[config.mk]
export PLATFORM = sky130hd
export DESIGN_NAME = led_mode_sequencer
export DESIGN_NICKNAME = d
export VERILOG_FILES = /design/src/rtl/led_seq_pkg.sv /design/src/rtl/led_tick_gen.sv /design/src/rtl/led_mode_sequencer.sv
export SDC_FILE = /design/constraint.sdc
export NUM_CORES = 1
export LEC_CHECK = 0
export BUFFER_PORTS_ARGS = -buffer_cell sky130_fd_sc_hd__buf_2
export CAP_MARGIN = 20
export CORE_ASPECT_RATIO = 1.5
export CORE_UTILIZATION = 25
export DETAILED_ROUTE_END_ITERATION = 12
export SYNTH_ARGS = -nofsm -noshare
export SYNTH_HDL_FRONTEND = slang
export SYNTH_SLANG_ARGS = --single-unit
[constraint.sdc]
create_clock -name clk -period 9.2 [get_ports clk]
set_input_delay 0.46 -clock clk [delete_from_list [all_inputs] [get_ports clk]]
set_output_delay 0.46 -clock clk [all_outputs]
set_load 0.01 [all_outputs]
[src/rtl/led_seq_pkg.sv]
`default_nettype none
`timescale 1ns/1ps
// ============================================================================
// Module      : led_seq_pkg
// Description : Mode codes plus the per-mode step limit and LED pattern
//               functions shared by the LED mode sequencer.
// Revision    : 1.0 - initial release
// ============================================================================
package led_seq_pkg;

  // Widest LED bank the pattern function can describe.
  localparam int MAX_WIDTH = 64;

  typedef logic [1:0] mode_t;

  localparam mode_t MODE_FILL_DRAIN = 2'd0;
  localparam mode_t MODE_SHIFT      = 2'd1;
  localparam mode_t MODE_BLINK      = 2'd2;
  localparam mode_t MODE_CENTRE     = 2'd3;

  // Index of the final step of a mode's period.
  function automatic int last_step(input mode_t mode, input int width);
    int r;
    case (mode)
      MODE_FILL_DRAIN: r = 2 * width - 1;
      MODE_SHIFT:      r = width - 1;
      MODE_BLINK:      r = 1;
      default:         r = width / 2;
    endcase
    return r;
  endfunction

  // LED image for a given mode and step; bits at or above width stay zero.
  function automatic logic [MAX_WIDTH-1:0] pattern(input mode_t mode, input int step,
                                                   input int width);
    logic [MAX_WIDTH-1:0] p;
    p = '0;
    for (int i = 0; i < MAX_WIDTH; i++) begin
      if (i < width) begin
        case (mode)
          // Fill from the bottom, then drain from the bottom.
          MODE_FILL_DRAIN: p[i] = (step <= width) ? (i < step) : (i >= step - width);
          MODE_SHIFT:      p[i] = (i == step);
          MODE_BLINK:      p[i] = (step == 0);
          // Band of 2*step lit bits centred on the bank.
          default:         p[i] = (step != 0) && (i >= width / 2 - step) &&
                                  (i < width / 2 + step);
        endcase
      end
    end
    return p;
  endfunction

endpackage
`default_nettype wire

[src/rtl/led_tick_gen.sv]
`default_nettype none
`timescale 1ns/1ps
// ============================================================================
// Module      : led_tick_gen
// Description : Pattern-step prescaler. Counts 0..DIV-1 on non-paused cycles
//               and raises step_tick while at the terminal count.
// Revision    : 1.0 - initial release
// ============================================================================
module led_tick_gen #(
  parameter int DIV = 4
) (
  input  logic clk,
  input  logic reset,
  input  logic pause,
  output logic step_tick
);

  localparam int CNT_W = (DIV > 1) ? $clog2(DIV) : 1;
  localparam logic [CNT_W-1:0] CNT_LAST = CNT_W'(DIV - 1);

  logic [CNT_W-1:0] cnt_q;
  logic [CNT_W-1:0] cnt_d;
  logic             w_at_last;

  // Next count and the tick strobe; pause holds the count and masks the tick.
  always_comb begin
    w_at_last = (cnt_q == CNT_LAST);
    step_tick = w_at_last & ~pause;
    cnt_d     = cnt_q;
    if (!pause) begin
      cnt_d = w_at_last ? '0 : cnt_q + CNT_W'(1);
    end
  end

  // Prescaler count register.
  always_ff @(posedge clk or negedge reset) begin
    if (!reset) begin
      cnt_q <= '0;
    end else begin
      cnt_q <= cnt_d;
    end
  end

endmodule
`default_nettype wire

[src/rtl/led_mode_sequencer.sv]
`default_nettype none
`timescale 1ns/1ps
// ============================================================================
// Module      : led_mode_sequencer
// Description : Steps an LED bank through fill/drain, walking-one, blink and
//               centre-out patterns. The mode is chosen at each period wrap,
//               either from mode_sel or by auto-advance.
//               Build option LED_ACTIVE_LOW_EN: drive out inverted (reset
//               value all ones).
// Revision    : 1.0 - initial release
// ============================================================================
module led_mode_sequencer
  import led_seq_pkg::*;
#(
  parameter int WIDTH = 8,
  parameter int DIV   = 4
) (
  input  logic             clk,
  input  logic             reset,
  input  logic [1:0]       mode_sel,
  input  logic             auto_en,
  input  logic             pause,
  output logic [WIDTH-1:0] out,
  output logic [1:0]       mode_cur,
  output logic             step_tick,
  output logic             done
);

  // Fill/drain has the longest period: steps 0..2*WIDTH-1.
  localparam int STEP_W = $clog2(2 * WIDTH);

`ifdef LED_ACTIVE_LOW_EN
  localparam logic [WIDTH-1:0] OUT_RST = '1;
`else
  localparam logic [WIDTH-1:0] OUT_RST = '0;
`endif

  mode_t             mode_q, mode_d;
  logic [STEP_W-1:0] step_q, step_d;
  logic [WIDTH-1:0]  out_q, out_d;
  logic              done_q, done_d;
  logic [WIDTH-1:0]  w_pat;

  led_tick_gen #(
    .DIV (DIV)
  ) u_tick_gen (
    .clk       (clk),
    .reset     (reset),
    .pause     (pause),
    .step_tick (step_tick)
  );

  // Step/mode advance on each tick, choosing the next mode at the wrap, and
  // the LED image for the state being entered so out tracks step and mode.
  always_comb begin
    mode_d = mode_q;
    step_d = step_q;
    done_d = 1'b0;
    if (step_tick) begin
      if (int'(step_q) < last_step(mode_q, WIDTH)) begin
        step_d = step_q + STEP_W'(1);
      end else begin
        step_d = '0;
        done_d = 1'b1;
        mode_d = auto_en ? mode_q + 2'd1 : mode_sel;
      end
    end
    w_pat = WIDTH'(pattern(mode_d, int'(step_d), WIDTH));
`ifdef LED_ACTIVE_LOW_EN
    out_d = ~w_pat;
`else
    out_d = w_pat;
`endif
  end

  // Sequencer state and registered LED drive.
  always_ff @(posedge clk or negedge reset) begin
    if (!reset) begin
      mode_q <= MODE_FILL_DRAIN;
      step_q <= '0;
      out_q  <= OUT_RST;
      done_q <= 1'b0;
    end else begin
      mode_q <= mode_d;
      step_q <= step_d;
      out_q  <= out_d;
      done_q <= done_d;
    end
  end

  assign out      = out_q;
  assign mode_cur = mode_q;
  assign done     = done_q;

endmodule
`default_nettype wire

[Word-level counts from Yosys, hierarchy flattened]
Index checks and enable logic that the tools add are counted.
Storage, ports and cells
  bits in latches: 0
  bits in writable memories: 0
  register bits after elaboration: 17
  input port bits: 6
  bits in read-only memories: 0
  logic and storage cells: 106
  memories: 0
Operators by class
  multiply operators: 0
  divide/modulo/power cells: 0
  $add $sub $neg: 6
  equality and inequality tests: 12
  bitwise operators: 2
  multiplexer cells: 26
  order comparisons: 34
  shifts and indexed selects: 0
  reduce and logical (&&, ||, !) cells: 21
Operator list (number)
  $lt 4x32->1 const A: 3
  $lt 3x32->1 const A: 2
  $ge 4x5->1 const A: 8
  $lt 1x32->1 const A: 1
  $lt 2x32->1 const A: 1
  $lt 5x32->1: 1
  $mux 32: 1
  $pmux 1 s3: 7
  $ge 3x5->1 const A: 4
  $eq 4x4->1 const A: 4
  $logic_and 1x1->1: 16
  $lt 3x4->1 const A: 4
  $pmux 4 s3: 1
  $ge 1x5->1 const A: 2
  $ge 2x5->1 const A: 2
  $mux 1: 10
  $eq 3x4->1 const A: 2
  $lt 1x4->1 const A: 2
  $lt 2x4->1 const A: 2
  $mux 2: 4
  $mux 4: 2
  $eq 2x2->1 const B: 3
  $add 3x4->5 const A: 1
  $lt 3x5->1 const A: 1
  other kinds (14): 17

[Depth between registers and ports, before layout]
Gate-level depths: netlist of the first run.
  depth after elaboration: 11
  depth in mapped cells: 16

[Modules after synthesis]
From an unflattened synthesis of the first run, not the netlist that was laid out.
Second synthesis, totals
  cells, all modules: 170
  area, all modules: 1496.4 um^2
Modules (own cells, without submodules)
  led_mode_sequencer: area each 1396.3 um^2, cells an instance 163, seq. area each 375.4 um^2, times used 1
  led_tick_gen: area each 100.1 um^2, cells an instance 7, seq. area each 50.0 um^2, times used 1

[Least setup slack after synthesis of the first run]
No wires, ideal clock.
  kind: register -> register
  from: reg mode_q[0] (netlist: mode_cur[0])
  to: reg out_q[0] (netlist: out[0])
  slack: 5908 ps
  arrival time: 3157 ps
  setup time: 135 ps
  stages on the path, launching flop included: 16
  cell sequence: dfrtp_1 inv_1 ha_1 inv_1 ha_1 a21oi_1 o211ai_1 o21ai_1 inv_1 ha_1 clkbuf_1 and2_1 ha_1 xnor2_1 xor2_1 a31oi_1
Between the ends
  cells in the longest elaborated chain, start to end: 11
  elaborated cells between the ends (all ways): 30
RTL lines
  from (decl): line led_mode_sequencer.sv:38  | mode_t mode_q, mode_d;
  from (signal assigned): line led_mode_sequencer.sv:84  | mode_q <= mode_d;
  $eq 2x2->1 (tied with other cells): line led_seq_pkg.sv:24  | case (mode)
  $pmux 4 s3 (*): line led_seq_pkg.sv:24
  $mux 32 (*): line led_mode_sequencer.sv:59  | if (step_tick) begin
  $lt 5x32->1 (*): line led_mode_sequencer.sv:60  | if (int'(step_q) < last_step(mode_q, WIDTH)) begin
  $mux 4 (*): line led_mode_sequencer.sv:60
  $mux 4 (*): line led_mode_sequencer.sv:59
  via step_d[1]: line led_mode_sequencer.sv:39  | logic [STEP_W-1:0] step_q, step_d;
  parallel branches: the longest is 4 deep, another holds $lt 1x32->1
  $pmux 1 s2 (*): line led_seq_pkg.sv:40  | case (mode)
  via out_d[0]: line led_mode_sequencer.sv:40  | logic [WIDTH-1:0] out_q, out_d;
  to (signal assigned): line led_mode_sequencer.sv:86  | out_q <= out_d;
  to (decl): line led_mode_sequencer.sv:40
Mark *: on every way through the listed nets, which the timed path passes. The select of a mux whose other input is x is not followed.
A chain may end at the register's enable or synchronous reset.

[Final worst setup path of the first run]
Same ends and word-level chain as after synthesis.

==> results of run 1 <==
==> layer usage <==
layer / vias up / part of all wire, % / global-route usage, %
met2: 62 / 53 / 25.54
met5: - / 0 / 0
met1: 747 / 37 / 14.62
met4: 0 / 5.5 / 10.20
li1: 748 / - / -
met3: 20 / 4.1 / 1.955
==> power groups by stage <==
stage	logic, W	registers [W]	clock network [W]
global placement	0.000513	0.000130	0
floorplan	0.000381	0.000131	0
CTS	0.000508	0.000130	0.0000614
global route	0.000578	0.000135	0.0000652
detailed placement	0.000505	0.000131	0
finish	0.000522	0.000129	0.0000594
==> kinds of logic (layout without fill, tap and decap cells) <==
kind of cell	Yosys count	in the layout	share of synthesized area [%]
compound gates	73	73	29.79
xor+xnor	7	7	3.640
fa+ha+maj	23	23	17.09
buf+inv	24	36	6.760
flops	17	17	25.26
mux	4	4	2.526
simple gates	47	47	14.93
==> state kept, by name, indices dropped and copies added, names as in the netlist <==
name              count
out                   8
step_q                4
mode_cur              2
u_tick_gen.cnt_q      2
done                  1
==> through the flow <==
| step | area (um2) | power, W |
|---|---|---|
| floorplan | 1684 | 0.0005121 |
| global placement | 1807 | 0.0006439 |
| detailed placement | 1807 | 0.0006362 |
| CTS | 1853 | 0.0006989 |
| global route | 1853 | 0.0007778 |
| finish | 1853 | 0.0007105 |
==> cell usage after synthesis (4+ instances only) <==
master,n,area share [%]
inv_1,14,3.1
xnor2_1,5,2.6
clkbuf_1,5,1.1
o211ai_1,5,2.2
o21ai_0,8,2.4
o221ai_1,6,3.1
a21oi_1,21,6.2
ha_1,23,17
dfrtp_1,17,25
nor3_1,4,1.2
a31oi_1,5,1.9
nor2_1,7,1.6
nand2_1,16,3.6
==> worst max-delay path, stage by stage (launching register included) <==
cell and delay [ns]:
dfrtp_1 0.41, inv_1 0.11, ha_1 0.15, inv_1 0.04
ha_1 0.28, a21oi_1 0.23, o211ai_1 0.22, o21ai_1 0.56
inv_1 0.28, ha_1 0.53, and2_1 0.31, ha_1 0.29
xnor2_1 0.18, xor2_1 0.16, a31oi_1 0.10
==> final cells by class <==
type                            count  area [um2]
Clock buffer                        3       41.29
Fill cell                         704        4633
Clock inverter                      1       5.005
Multi-Input combinational cell    154        1145
Sequential cell                    17       425.4
Tap cell                           76       95.09
Inverter                           15       56.30
Timing Repair Buffer               17       85.08
==> worst paths after layout <==
kind / cells after the start / startpoint / end
setup / recovery: 14 / mode_cur[0] / out[0]
hold / removal: 1 / reset / mode_cur[0]
setup reg to reg: 14 / mode_cur[0] / out[0]
hold reg to reg: 1 / u_tick_gen.cnt_q[1] / u_tick_gen.cnt_q[1]
max in group asynchronous: 1 / reset / out[4]
min in group clk: 2 / pause / u_tick_gen.cnt_q[0]
==> placed cells by master, fill, tap and decap left out, drive strengths merged, types with 2 or more instances in the layout <==
| cell type | netlist | layout |
|---|---|---|
| ha | 23 | 23 |
| a21oi | 21 | 21 |
| dfrtp | 17 | 17 |
| buf | 4 | 17 |
| nand2 | 16 | 16 |
| inv | 15 | 15 |
| o21ai | 11 | 11 |
| nor2 | 8 | 8 |
| o221ai | 6 | 6 |
| o211ai | 5 | 5 |
| xnor2 | 5 | 5 |
| a31oi | 5 | 5 |
| nor3 | 5 | 5 |
| nand2b | 4 | 4 |
| a21o | 3 | 3 |
| and3 | 3 | 3 |
| a311oi | 3 | 3 |
| clkbuf | 5 | 3 |
| or3 | 3 | 3 |
| a22oi | 3 | 3 |
| nand3 | 2 | 2 |
| mux2 | 2 | 2 |
| mux2i | 2 | 2 |
| o21a | 2 | 2 |
| xor2 | 2 | 2 |
| o22ai | 2 | 2 |
| a22o | 2 | 2 |
| nor2b | 2 | 2 |
==> summary.md, run 1 <==
| Metric | Value |
|---|---|
| Outcome | `complete, no violations` |
| CP Capture Type | `flop` |
| Tot GR Track Use | `13.94%` |
| Clock skew | `0.008398 ns` |
| Final period util | `43.36%` |
| Type of origin of the critical path | `flop` |
| Remaining DRCs | `0` |
| Max cap viols | `0` |
| Global-route wire length before repair | `7.831 mm` |
| Internal | `0.0003242 W` |
| Share of cells above drive strength 1 | `14.49%` |
| Leakage power | `0.8773 nW` |
| Clk slew on worst S/H paths | `0.08 ns` |
| Min Tclk post-route | `3.989 ns` |
| FMAX | `0.2507 GHz` |
| Psw | `0.0003863 W` |
| Fin cells | `283` |
| Fin. max-slew vios | `0` |
| Crit path arrival time | `4.12 ns` |
| Post-synthesis instance area | `about 0.0017 mm2` |
| Final GP Congestion | `0.9416` |
| RSZ-0062 raised after global routing | `false` |
| Clk pwr share | `8.4%` |
| Syn Nets | `224` |
| Site Rows | `36` |
| Max transition margin | `48.80%` |
| Average via count per standard cell | `5.572` |
| Critical setup path kind | `flop to flop` |
| Seq/Total Area, Yosys | `25.26%` |
| Inserted Clock Buffers | `3` |
| Worst skew pair latency | `0.26 ns` |
| GRT overflow | `0` |
| Data required time of the critical path | `9.33 ns` |
| Library cells used by synthesis | `50` |
| EDFF count, synth | `0` |
| Via count | `approximately 1600` |
| Cell count after placement | `approximately 280` |
| Mapped Avg Cell Area | `around 8.6 um2` |
| Die area | `0.007075 mm2` |
| Seq pwr share | `a little under a fifth` |
| Fin. Hold Viols | `0` |
| Worst hold slack | `0.1083 ns` |
| ANT cells | `0` |
| Synth Instances | `195` |
| Clk sinks | `17` |
| Least-Margin Pin Slew | `0.7625 ns` |
| Max FO, Critical Path | `23` |
| Post-layout util | `28.57%` |
| Area growth syn-to-layout | `10.03%` |
| Largest net degree at the start of global routing | `24` |
| Vias in the first global route | `1555` |
| Clock root cell | `clkbuf_8` |
| CTS Hold Buffers Added | `0` |
| Nets | `237` |
| Sw Share | `54.37%` |
| CTS HTree Levels | `1` |
| Core Area | `between 0.006 and 0.007 mm2` |
| Final setup viols | `0` |
| Hold crit path type | `input port to asynchronous set/reset pin` |
| Reg2reg setup slack | `5.21 ns` |
| Final setup margin | `5.211 ns` |
| Peak supply drop | `between 80 and 90 uV` |
| Port Buffers | `17` |
| HPWL after DPL | `3.518 mm` |
| Fin Setup TNS | `0 ns` |
| Async set or reset register ratio after synthesis | `100.0%` |
| Starting Density | `about a quarter` |
| Die height | `102.5 um` |
| WL/cell | `16.30 um` |
| Combinational cell fraction of total power | `73.4%` |
| Ports | `18` |
| Post-synth top flop | `dfrtp_1` |
| Antenna violations before repair | `0` |
| Drt first-iter violations | `109` |
| Drt first pass iters | `5` |
| Post-CTS setup repair buffer count | `0` |
| Clk buf depth | `2` |
| Power per cell area | `383.4 mW/mm2` |
| CTS tree | `built` |
| Yosys warns | `0` |
| Post-route ant nets | `0` |
| Place WS | `5.318 ns` |
| Synthesis-stage register bit count | `17` |
| Post-Route WL | `~4.6 mm` |
| DIE WIDTH | `69.02 um` |
| Post-CTS resize count | `0` |
No activity file was read; power rests on OpenSTA's default activity.
==> inputs of run 2 (changes only) <==
--- a/config.mk
+++ b/config.mk
@@ -5,6 +5,7 @@
 export SDC_FILE = /design/constraint.sdc
 export NUM_CORES = 1
 export LEC_CHECK = 0
+export ABC_AREA = 1
 export BUFFER_PORTS_ARGS = -buffer_cell sky130_fd_sc_hd__buf_2
 export CAP_MARGIN = 20
 export CORE_ASPECT_RATIO = 1.5
==> constraint.sdc (replaced) <==
create_clock -name clk -period 3.7 [get_ports clk]
set_input_delay 0.185 -clock clk [delete_from_list [all_inputs] [get_ports clk]]
set_output_delay 0.185 -clock clk [all_outputs]
set_load 0.01 [all_outputs]
==> summary.md, run 2 <==
| Metric | Value |
|---|---|
| Reg2reg setup slack | `0.47 ns (-4.74 ns)` |
| Clk sinks | `17 (unchanged)` |
| Fin. max-slew vios | `0 (unchanged)` |
| Port Buffers | `17 (unchanged)` |
| Tot GR Track Use | `13.40% (-0.54 points)` |
| Sw Share | `54.44% (+0.071 points)` |
| Antenna violations before repair | `0 (unchanged)` |
| Post-CTS resize count | `0 (unchanged)` |
| Psw | `0.0008918 W (+130%)` |
| Site Rows | `35 (-2.8%)` |
| Reg-to-Reg End | `out[0]` |
| Most common cell after layout, fill and taps aside | `nand2_1` |
| Top-count cell post-synth | `nand2_1` |
| Area growth syn-to-layout | `14.87%` |
| Post-route ant nets | `0 (unchanged)` |
| Post-synth top flop | `dfrtp_1` |
| Crit path launch | `mode_cur[0]` |
| CP Capture Type | `flop` |
| Vias in the first global route | `1478 (-5.0%)` |
| Starting Density | `25.90% (-0.068 points)` |
| Clk slew on worst S/H paths | `0.07 ns (about the same)` |
| RSZ-0062 raised after global routing | `false` |
| Critical setup path kind | `flop to flop` |
| Post-layout util | `29.75% (+1.2 points)` |
| CTS Hold Buffers Added | `1 (+1)` |
| Die area | `0.006727 mm2 (-4.9%)` |
| Max cap viols | `0 (unchanged)` |
| Library cells used by synthesis | `32 (-36%)` |
| Core Area | `0.006175 mm2 (-4.8%)` |
| HPWL after DPL | `3.097 mm (-12%)` |
| Outcome | `complete, no violations` |
| EDFF count, synth | `0 (unchanged)` |
| Mapped Avg Cell Area | `7.171 um2 (-17%)` |
| Average via count per standard cell | `4.687 (-16%)` |
| Hold crit path type | `input port to flop` |
| Drt first pass iters | `4 (-1)` |
| DIE WIDTH | `67.30 um (-2.5%)` |
| Peak supply drop | `203.7 uV (+130%)` |
| Post-CTS setup repair buffer count | `0 (unchanged)` |
| Synth cell count leaders | `nand2_1, inv_1, ha_1` |
| Synth Instances | `223 (+14%)` |
| Async set or reset register ratio after synthesis | `100.0% (unchanged)` |
| Type of origin of the critical path | `flop` |
| Post-synthesis instance area | `0.001599 mm2 (-5.1%)` |
| Crit path arrival time | `3.39 ns (-0.73 ns)` |
| Drt first-iter violations | `111 (+1.8%)` |
| Inserted Clock Buffers | `3 (unchanged)` |
| Seq pwr share | `18.8% (+0.6 points)` |
| Setup crit end | `out[0]` |
| Global-route wire length before repair | `6.741 mm (-14%)` |
| CTS tree | `built` |
| Nets | `275 (+16%)` |
| Worst skew pair latency | `0.26 ns (about the same)` |
| Clock root cell | `clkbuf_8` |
| Syn Nets | `252 (+13%)` |
| Share of cells above drive strength 1 | `17.55% (+3.1 points)` |
| Largest net degree at the start of global routing | `18 (-25%)` |
| Max FO, Critical Path | `10 (-57%)` |
| R2r worst-path depth | `19 (+5)` |
| Remaining DRCs | `0 (unchanged)` |
| Min Tclk post-route | `3.227 ns (-0.7616 ns)` |
| Dominant cells by area after synthesis | `dfrtp_1, ha_1, nand2_1` |
| CTS HTree Levels | `1 (unchanged)` |
| Final setup viols | `0 (unchanged)` |
| Leakage power | `1.032 nW (+18%)` |
| Clk buf depth | `2 (unchanged)` |
| GRT overflow | `0 (unchanged)` |
| ANT cells | `0 (unchanged)` |
| Fin. Hold Viols | `0 (unchanged)` |
| Yosys warns | `0 (unchanged)` |
| Ports | `18 (unchanged)` |
| Combinational cell fraction of total power | `72.6% (-0.8 points)` |
| Top cell type by total area after synthesis | `dfrtp_1` |
| Data required time of the critical path | `3.86 ns (-5.47 ns)` |
| Top-area cell type share of the netlist area | `26.60% (+1.3 points)` |
| Die height | `99.95 um (-2.5%)` |
| Least-Margin Pin Slew | `0.3828 ns (-0.3797 ns)` |
| Power per cell area | `891.9 mW/mm2 (+130%)` |
| Seq/Total Area, Yosys | `26.60% (+1.3 points)` |
| Clk pwr share | `8.6% (+0.2 points)` |
| Via count | `1495 (-5.2%)` |
| Reg2reg start | `mode_cur[0]` |
| Fin cells | `319 (+13%)` |
| Max transition margin | `74.21% (+25 points)` |
| Clock skew | `0.005080 ns (-0.003319 ns)` |
| Most frequent cells in the layout | `nand2_1, inv_1, ha_1` |
| Post-Route WL | `3.778 mm (-18%)` |
| FMAX | `0.3098 GHz (+24%)` |
| WL/cell | `11.84 um (-27%)` |
| Final period util | `87.23% (+44 points)` |
| Max FFs per register | `8 (unchanged)` |
| Final GP Congestion | `0.9849 (+4.6%)` |
| Synthesis-stage register bit count | `17 (unchanged)` |
| Internal | `0.0007464 W (+130%)` |
| Fin Setup TNS | `0 ns (unchanged)` |
| Cell count after placement | `314 (+13%)` |
| Pwr Total | `0.001638 W (+130%)` |
run 2: changes by cell type after synthesis, sizes merged, moves of 5 or more:
cell    before  now
a21oi       21    8
a31oi        5    0
inv         15   30
nand2       16   73
nand3        2   22
nor2         8   16
o221ai       6    0
run 2: power by group through the flow:
stage / Combinational (W) / Sequential [W] / Clock (W)
floorplan: 0.000860 / 0.000329 / 0
global placement: 0.00120 / 0.000310 / 0
detailed placement: 0.00118 / 0.000313 / 0
CTS: 0.00119 / 0.000309 / 0.000148
global route: 0.00137 / 0.000318 / 0.000158
finish: 0.00119 / 0.000308 / 0.000141
run 2: worst max-delay path, cell delays in order, from the launching register on:
cell      delay [ns]
dfrtp_1         0.41
inv_1           0.11
ha_1            0.17
inv_1           0.05
ha_1            0.29
a21oi_1         0.19
nand2_1         0.12
nand2_2         0.18
nand2_1         0.20
ha_1            0.34
nand2_1         0.14
inv_1           0.05
ha_1            0.28
xnor2_1         0.19
o21bai_1        0.13
nand3_1         0.09
nand2_1         0.06
nand2_1         0.04
nand2_1         0.05
nand2_1         0.04
run 2: stage by stage:
step	instance area, um2	worst slack (ns)	hold slack, ns
after floorplan	1599	0.7435	-0.1106
after global placement	1780	0.5939	0.1262
after detailed placement	1780	0.4967	0.1299
after CTS	1837	0.4723	0.1964
after global routing	1837	0.05854	0.2034
final	1837	0.4726	0.1924
run 2: worst min-delay path by stage:
stage                      from                   to  slack [ns]  cells after the start
final                     pause  u_tick_gen.cnt_q[1]        0.19                      3
after global routing      pause  u_tick_gen.cnt_q[1]        0.20                      3
after CTS                 pause  u_tick_gen.cnt_q[1]        0.20                      3
after detailed placement  reset               out[4]        0.13                      1
after global placement    reset               out[4]        0.13                      1
after floorplan           reset                 done       -0.11                      0
run 2: cell type report:
type                       instances  area (um2)
tap                               74       92.59
clock buffer                       3       41.29
sequential                        17       425.4
clock inverter                     1       5.005
fill                             662        4338
timing repair buffer              19       102.6
inverter                          32       125.1
multi-input combinational        173        1045
run 2: layer usage:
layer	track usage (%)	vias up	wire length, um
met5	0	-	0
li1	-	758	-
met1	13.97	683	1469
met3	1.250	15	89
met2	24.62	39	2058
met4	8.347	0	159
run 2: cells by family (layout without fill, tap and decap cells):
kind of cell | Yosys count | in the layout | share of synthesized area [%]
simple gates | 119 | 119 | 34.12
buf+inv | 33 | 55 | 8.059
compound gates | 27 | 27 | 10.41
fa+ha+maj | 23 | 23 | 18.00
flops | 17 | 17 | 26.60
xor+xnor | 3 | 3 | 2.113
mux | 1 | 1 | 0.7042
==> inputs of run 3 (changes only) <==
==> constraint.sdc (replaced) <==
create_clock -name clk -period 3.7 [get_ports clk]
set_input_delay 0.74 -clock clk [delete_from_list [all_inputs] [get_ports clk]]
set_output_delay 0.74 -clock clk [all_outputs]
set_load 0.01 [all_outputs]
==> summary.md, run 3 (synthesized netlist as in run 2, its figures left out) <==
| Metric | Value |
|---|---|
| Setup crit end | `out[0]` |
| Nets | `274 (-0.36%)` |
| Tot GR Track Use | `12.91% (-0.50 points)` |
| Crit path arrival time | `3.38 ns (about the same)` |
| Final GP Congestion | `1.023 (+3.8%)` |
| R2r worst-path depth | `19 (unchanged)` |
| Post-CTS resize count | `0 (unchanged)` |
| Data required time of the critical path | `3.85 ns (about the same)` |
| Fin. Hold Viols | `0 (unchanged)` |
| Final period util | `87.13% (-0.093 points)` |
| Worst path most repeated cell | `nand2_1` |
| GRT overflow | `0 (unchanged)` |
| CTS Hold Buffers Added | `0 (-1)` |
| Layout fillers | `652 (-1.5%)` |
| RSZ-0062 raised after global routing | `false` |
| Power per cell area | `903.3 mW/mm2 (+1.3%)` |
| Fin. max-slew vios | `0 (unchanged)` |
| Site Rows | `35 (unchanged)` |
| CTS tree | `built` |
| Reg-to-Reg End | `out[0]` |
| Clock root cell | `clkbuf_8` |
| Via count | `1527 (+2.1%)` |
| Vias in the first global route | `1492 (+0.95%)` |
| CP Capture Type | `flop` |
| Drt first-iter violations | `174 (+57%)` |
| Critical setup path kind | `flop to flop` |
| Die height | `99.95 um (unchanged)` |
| Core Area | `0.006175 mm2 (unchanged)` |
| Clock skew | `0.002540 ns (-0.002539 ns)` |
| Max FO, Critical Path | `10 (unchanged)` |
| Average via count per standard cell | `4.802 (+2.5%)` |
| Leakage power | `1.025 nW (-0.67%)` |
| Hold crit path type | `input port to asynchronous set/reset pin` |
| Min Tclk post-route | `3.224 ns (-0.003440 ns)` |
| Max FFs per register | `8 (unchanged)` |
| Clk slew on worst S/H paths | `0.07 ns (about the same)` |
| Global-route wire length before repair | `6.651 mm (-1.3%)` |
| Outcome | `complete, no violations` |
| Reg2reg setup slack | `0.48 ns (about the same)` |
| Crit path depth | `19 (unchanged)` |
| Fin Setup TNS | `0 ns (unchanged)` |
| Port Buffers | `17 (unchanged)` |
| Die area | `0.006727 mm2 (unchanged)` |
| Remaining DRCs | `0 (unchanged)` |
| Post-CTS setup repair buffer count | `0 (unchanged)` |
| DIE WIDTH | `67.30 um (unchanged)` |
| Slowest CP cell | `dfrtp_1` |
| Clk sinks | `17 (unchanged)` |
| Crit path launch | `mode_cur[0]` |
| Critical path buffer and inverter count | `3 (unchanged)` |
| Final setup viols | `0 (unchanged)` |
| HPWL after DPL | `3.049 mm (-1.5%)` |
| ANT cells | `0 (unchanged)` |
| Reg2reg start | `mode_cur[0]` |
| Worst-path cell chain | `inv_1, ha_1, inv_1, ha_1, a21oi_1, nand2_1, nand2_2, nand2_1, ha_1, nand2_1, inv_1, ha_1, xnor2_1, o21bai_1, nand3_1, nand2_1, nand2_1, nand2_1, nand2_1` |
| Least-Margin Pin Slew | `0.4193 ns (+0.03655 ns)` |
| Top delay family on crit path | `adder cells` |
| Type of origin of the critical path | `flop` |
| Max transition margin | `71.75% (-2.5 points)` |
| WL/cell | `11.81 um (-0.24%)` |
| Drt first pass iters | `7 (+3)` |
| Share of cells above drive strength 1 | `17.21% (-0.34 points)` |
| Ports | `18 (unchanged)` |
| Area growth syn-to-layout | `14.16%` |
| Max cap viols | `0 (unchanged)` |
| Peak supply drop | `215.1 uV (+5.6%)` |
| Largest net degree at the start of global routing | `18 (unchanged)` |
| Antenna violations before repair | `0 (unchanged)` |
| Most common cell after layout, fill and taps aside | `nand2_1` |
| Post-route ant nets | `0 (unchanged)` |
| Worst skew pair latency | `0.26 ns (about the same)` |
| CTS HTree Levels | `1 (unchanged)` |
| Starting Density | `25.90% (unchanged)` |
| CP max stage delay | `0.41 ns (about the same)` |
| Post-Route WL | `3.757 mm (-0.56%)` |
| Clk buf depth | `2 (unchanged)` |
| Most frequent cells in the layout | `nand2_1, inv_1, ha_1` |
| Post-layout util | `29.56% (-0.18 points)` |
| FMAX | `0.3102 GHz (+0.11%)` |
| Inserted Clock Buffers | `3 (unchanged)` |
==> run 3: cell count changes in the layout (fill, tap and decap cells not counted), sizes merged <==
cell	previous run	this run
clkinv	3	2
clkbuf	3	4
dlygate4sd3	1	0
==> run 3: worst min path at each step <==
stage | from | slack [ns] | end | cells after the start
6_report | reset | 0.40 | out[6] | 1
5_1_grt | reset | 0.43 | out[6] | 1
4_1_cts | reset | 0.41 | out[6] | 1
3_5_place_dp | u_tick_gen.cnt_q[1] | 0.48 | u_tick_gen.cnt_q[1] | 2
3_3_place_gp | u_tick_gen.cnt_q[1] | 0.48 | u_tick_gen.cnt_q[1] | 2
2_1_floorplan | reset | 0.44 | done | 0
==> run 3: metrics by stage <==
step                cell area (um2)  hold WS, ns  setup WS (ns)  instances  power [W]
floorplan                      1599       0.4444         0.7435        223   0.001188
global placement               1780       0.4780         0.5133        314   0.001502
detailed placement             1780       0.4816         0.4811        314   0.001497
CTS                            1826       0.4146         0.4516        318   0.001645
global route                   1826       0.4266         0.1230        318   0.001840
finish                         1826       0.3967         0.4760        318   0.001649
==> run 3: cell type report <==
class | instances | area (um2) | share of cell area, %
multi-input combinational | 173 | 1045 | 57.23
inverter | 32 | 125.1 | 6.854
tap | 74 | 92.59 | 5.072
timing repair buffer | 18 | 92.59 | 5.072
clock buffer | 4 | 45.04 | 2.467
sequential | 17 | 425.4 | 23.30
==> run 3: layer usage <==
layer  wire length, um  share of wire, %  global-route usage, %  vias to the layer above
met5                 0                 0                      0                        -
met4               195               5.2                  8.183                        0
met3               127               3.4                  2.045                       17
met2              1993                53                  23.08                       47
met1              1441                38                  13.44                      703
li1                  -                 -                      -                      760
==> run 3: where the power goes <==
part	switching [W]	internal, W
combinational	0.000791	0.000409
sequential	0.0000443	0.000263
clock	0.0000649	0.0000766
